## src/rtl/rv64g_pkg.sv

```systemverilog
// Shared RV64G core definitions.
//   NUM_REGS   : architectural registers tracked by the scoreboards (32 int + 32 fp)
//   LOCK_CNT_W : default width of a per-register outstanding-writer counter
package rv64g_pkg;
  localparam int NUM_REGS   = 64;
  localparam int LOCK_CNT_W = 2;
endpackage

```

## src/rtl/reg_lock_counter.sv

```systemverilog
// One register's outstanding-writer counter.
//   clk_i/rst_i : clock, synchronous active-high reset
//   inc/dec     : add/remove one writer (both together cancel)
//   flush       : drop all writers; overrides inc/dec
//   sat         : counter is at its maximum value
//   nz          : counter is non-zero (current state)
//   nz_next     : counter will be non-zero after this edge
//   underflow   : single-cycle pulse, release seen while count is 0
module reg_lock_counter
  import rv64g_pkg::*;
#(
  parameter int CNT_W = LOCK_CNT_W
) (
  input  logic clk_i,
  input  logic rst_i,
  input  logic inc,
  input  logic dec,
  input  logic flush,
  output logic sat,
  output logic nz,
  output logic nz_next,
  output logic underflow
);
  logic [CNT_W-1:0] count, count_next;

  always_comb begin
    count_next = count;
    underflow  = 1'b0;
    if (flush) begin
      count_next = '0;
    end else if (inc && !dec) begin
      // Never wraps: the top refuses a set on a saturated, unreleased counter.
      count_next = count + 1'b1;
    end else if (dec && !inc) begin
      if (count != '0) count_next = count - 1'b1;
      else             underflow  = 1'b1;
    end
  end

  always_ff @(posedge clk_i) begin
    if (rst_i) count <= '0;
    else       count <= count_next;
  end

  assign sat     = &count;
  assign nz      = |count;
  assign nz_next = |count_next;
endmodule

```

## src/rtl/reg_lock_tracker.sv

```systemverilog
// Register scoreboard fed by the arbitration grant mask; releases on writeback
// and returns the lock vector to the grant checker.
//   clk_i/rst_i  : clock, synchronous active-high reset
//   set_valid_i  : lock request; set_ready_o gates acceptance
//   set_mask_i   : registers to lock
//   clr_valid_i  : writeback release; clr_mask_i registers to release
//   flush_i      : discard all locks (set/clr in the same cycle ignored)
//   locks_o      : registered lock vector
//   busy_o       : registered, any lock held
//   underflow_o  : sticky, release on an unlocked register
module reg_lock_tracker
  import rv64g_pkg::*;
#(
  parameter int CNT_W = LOCK_CNT_W
) (
  input  logic                clk_i,
  input  logic                rst_i,
  input  logic                set_valid_i,
  output logic                set_ready_o,
  input  logic [NUM_REGS-1:0] set_mask_i,
  input  logic                clr_valid_i,
  input  logic [NUM_REGS-1:0] clr_mask_i,
  input  logic                flush_i,
  output logic [NUM_REGS-1:0] locks_o,
  output logic                busy_o,
  output logic                underflow_o
);
  localparam int NR = NUM_REGS;

  logic [NR-1:0] sat, nz, nz_next, uf, clr_eff, inc, dec;
  logic          set_fire;

  assign clr_eff     = clr_valid_i ? clr_mask_i : '0;
  // A same-cycle release on a saturated register frees the slot it needs.
  assign set_ready_o = ~|(set_mask_i & sat & ~clr_eff);
  assign set_fire    = set_valid_i & set_ready_o;
  assign inc         = set_fire ? set_mask_i : '0;
  assign dec         = clr_eff;

  // x0 never holds a lock and never reports underflow.
  assign sat[0]     = 1'b0;
  assign nz[0]      = 1'b0;
  assign nz_next[0] = 1'b0;
  assign uf[0]      = 1'b0;

  for (genvar r = 1; r < NR; r++) begin : g_cnt
    reg_lock_counter #(.CNT_W(CNT_W)) u_cnt (
      .clk_i     (clk_i),
      .rst_i     (rst_i),
      .inc       (inc[r]),
      .dec       (dec[r]),
      .flush     (flush_i),
      .sat       (sat[r]),
      .nz        (nz[r]),
      .nz_next   (nz_next[r]),
      .underflow (uf[r])
    );
  end

  always_ff @(posedge clk_i) begin
    if (rst_i) begin
      locks_o     <= '0;
      busy_o      <= 1'b0;
      underflow_o <= 1'b0;
    end else begin
      locks_o     <= nz_next;
      busy_o      <= |nz_next;
      underflow_o <= underflow_o | (|uf);
    end
  end

  // Current-state non-zero flags are not needed outside the counters.
  logic unused_nz;
  assign unused_nz = ^nz;
endmodule
```

## config.mk

```make
export PLATFORM = sky130hd
export DESIGN_NAME = reg_lock_tracker
export DESIGN_NICKNAME = d
export VERILOG_FILES = /design/src/rtl/rv64g_pkg.sv /design/src/rtl/reg_lock_counter.sv /design/src/rtl/reg_lock_tracker.sv
export SDC_FILE = /design/constraint.sdc
export NUM_CORES = 1
export LEC_CHECK = 0
export BUFFER_PORTS_ARGS = -buffer_cell sky130_fd_sc_hd__buf_2
export CAP_MARGIN = 20
export CORE_ASPECT_RATIO = 1.5
export CORE_MARGIN = 10
export CORE_UTILIZATION = 35
export CTS_BUF_LIST = sky130_fd_sc_hd__clkbuf_4 sky130_fd_sc_hd__clkbuf_8
export CTS_CLUSTER_SIZE = 12
export DETAILED_ROUTE_END_ITERATION = 10
export HOLD_SLACK_MARGIN = 0.05
export PLACE_DENSITY = 0.58
export SETUP_SLACK_MARGIN = 0.05
export SLEW_MARGIN = 5
export SYNTH_ARGS = -nofsm -noshare
export SYNTH_HDL_FRONTEND = slang
export SYNTH_SLANG_ARGS = --single-unit
```

## constraint.sdc

```tcl
create_clock -name clk_i -period 6.94 [get_ports clk_i]
set_input_delay 2.082 -clock clk_i [delete_from_list [all_inputs] [get_ports clk_i]]
set_output_delay 2.082 -clock clk_i [all_outputs]
set_load 0.02 [all_outputs]
```

==> impl_results.md <==
* CTS tree: built
* Drt first pass iters at 6
* H-tree Lvls at 4
* Worst Tran Pin Value at 0.901 ns
* Initial antenna violation count at 9
* Area of the core at 43,100 um2
* DRT Wirelength at 64,200 um
* Initial core utilization at 35.4%
* CTS clk-pin slew, worst paths at 0.10 ns
* Gr ovfl total at 0
* Final setup fails at 0
* Crit path cell chain: buf_4 -> buf_12 -> nand2_1 -> nand3_1 -> and4_1 -> nand3_2 -> or2_2 -> nor2_1 -> buf_2
* WS Path Type: in2out
* FF/Latch Area at 3820 um2
* Syn_nets at 2,310
* Global-route wire length before repair at 94,900 um
* Die W at 191 um
* Register area share after synthesis at 25.1%
* Metal3 WL at 3930 um
* Fraction of layout instances using a drive strength above 1 at 19.3%
* Synth warn at 0
* Crit Path Max Fanout at 36
* Drt wl/cell at 22.9 um
* Routability cong. at 0.962
* Via count at 16.1k
* Met2 WL at 30,800 um
* Worst Path Required at 4.86 ns
* Slowest CP cell: and4_1
* Fin Setup TNS at 0 ns
* DR DRC count at 0
* Total GRT Usage at 23.9%
* CP max stage delay at 0.40 ns
* Die H at 276 um
* Synthesized instance count at 1,988
* Clock period minus worst slack at 6.65 ns
* Outcome: completed
* Synth Register Bits at 191
* Row Count at 93
* Distinct cells, synth at 74
* Met1 wire length at 24,200 um
* Maximum buffer depth of the clock tree at 2
* Area of the multi-input gates at 10,500 um2
* Hold Crit Class: reg2reg
* Fmax at 150 MHz
* VDD IR-drop max at 0.0000955 V
* Average cell area after synthesis at 7.68 um2
* Clock sink count at 191
* Pwr Density at 153 nW/um2
* Max-cap violation count at 0
* Antenna Nets Post-Route at 0
* Final Max Slew Viols at 0
* Max layer used: met5
* HPWL reported at the end of detailed placement at 51,400 um
* Area grow syn2layout at 17.6%
* Total power at 2.75 mW
* Slew headroom at 39.9%
* Fin. Hold Viols at 0
* Vias per cell at 5.73
* Postcts setup bufs at 0
* Layout Nets at 2,543
* RSZ-0062 raised after global routing: no
* CTS buffer count at 17
* Boundary Pins at 200
* Clock skew at 0.0209 ns
* Pin count of the biggest net entering global routing at 74
* Worst setup SP type: input port
* Arr. time, crit path at 4.57 ns
* # resized after CTS at 0
* Worst skew pair latency at 0.54 ns
* Hold Buf Count CTS at 0
* Post-Syn Area at 15,300 um2
* Clk root buf: clkbuf_8
* Main synth FF type: dfxtp_1
* Worst Setup End Kind: output port
* Vias in the first global route at 15.6k
* Tcrit/Tclk final at 95.8%
* Filler cell count at 4,487
* EDFF count, synth at 0
* P_leak at 7.63 nW
* Initial DRC count at 1,303
* PortBufs at 196
* Asr flop ratio synth at 0%
* Die area at 52,500 um2
-- cell usage after synthesis, drive strengths merged (26+ instances only) --
| cell | number | share of area [%] |
|---|---|---|
| o21ai | 26 | 0.85 |
| nor3 | 36 | 1.2 |
| and2 | 60 | 2.5 |
| mux2i | 35 | 2.3 |
| ha | 189 | 15 |
| clkbuf | 55 | 1.4 |
| xnor2 | 28 | 1.6 |
| nor4 | 66 | 4.7 |
| nand3 | 101 | 3.3 |
| inv | 130 | 3.2 |
| o22ai | 53 | 2.2 |
| buf | 46 | 1.7 |
| nand4 | 40 | 1.9 |
| and3 | 39 | 1.6 |
| a21oi | 127 | 4.2 |
| nand2 | 284 | 7.1 |
| dfxtp | 191 | 25 |
| nor2 | 205 | 5.0 |
-- report_power, final --
part           internal [mW]  switching (mW)
registers               1.14          0.0259
logic                  0.258           0.462
clock network          0.397           0.472
-- cell type report --
class / instances / share of cell area, %
clock inverter: 11 / 0.857
timing repair buffer: 315 / 11.1
multi-input combinational: 1566 / 58.4
sequential: 191 / 21.3
inverter: 130 / 2.72
antenna: 4 / 0.0558
clock buffer: 21 / 1.61
tap: 570 / 3.97
-- cell usage in the layout (no fill, tap or decap), types with 35 or more instances in the layout --
master,netlist,final
buf_2,22,194
nand4_1,36,36
and2_1,58,58
nor2_1,205,205
nand3_1,100,100
and3_1,39,39
a21oi_1,127,127
mux2i_1,35,35
nor3_1,36,36
nand2_1,277,277
buf_4,10,112
o22ai_1,53,53
ha_1,189,189
inv_1,130,129
dfxtp_1,191,191
-- final timing paths --
check | startpoint | end | slack, ns | depth (start not counted)
worst max-delay path | clr_valid_i | set_ready_o | 0.29 | 9
worst min-delay path | underflow_o$_SDFF_PP0_ | underflow_o$_SDFF_PP0_ | 0.46 | 2
worst max register to register | g_cnt[37].u_cnt.count[1]$_SDFF_PP0_ | busy_o$_SDFF_PP0_ | 2.58 | 16
worst min register to register | underflow_o$_SDFF_PP0_ | underflow_o$_SDFF_PP0_ | 0.46 | 2
-- sequential cells by signal, indices dropped and copies added (netlist names) --
signal             flops
busy_o                 1
g_cnt.u_cnt.count    126
locks_o               63
underflow_o            1
-- critical path: cells and delay by family --
| kind | cells | cell delay [ns] |
|---|---|---|
| buf+inv | 3 | 0.83 |
| simple gates | 6 | 1.61 |
-- cell families (layout without fill, tap and decap cells) --
family	Yosys count	in the layout	share of synthesized area, %
AO/OA/AOI/OAI	389	389	17.4
XOR/XNOR	28	28	1.61
adder cells (fa/ha/maj)	189	189	15.5
buffers and inverters	231	477	6.27
flip-flops	191	191	25.1
multiplexers	40	40	2.66
other	1	5	0.0246
AND/OR/NAND/NOR	919	919	31.5
-- through the flow --
stage	utilization [%]	instance area (um2)	cells	hold WS (ns)	setup WS, ns
after floorplan	-	15300	1988	0.492	0.714
after global placement	40.6	17500	2772	0.435	0.338
after detailed placement	40.6	17500	2772	0.452	0.303
after CTS	41.7	17900	2804	0.466	0.350
after global routing	41.7	18000	2808	0.508	0.151
final	41.7	18000	2808	0.464	0.290
-- metal layers --
layer  GRT usage (%)  vias up
li1                -     7527
met1            26.3     7717
met2            40.2      654
met3            4.03      177
met4            18.6       10
met5               0        -
No activity file was read; power rests on OpenSTA's default activity.
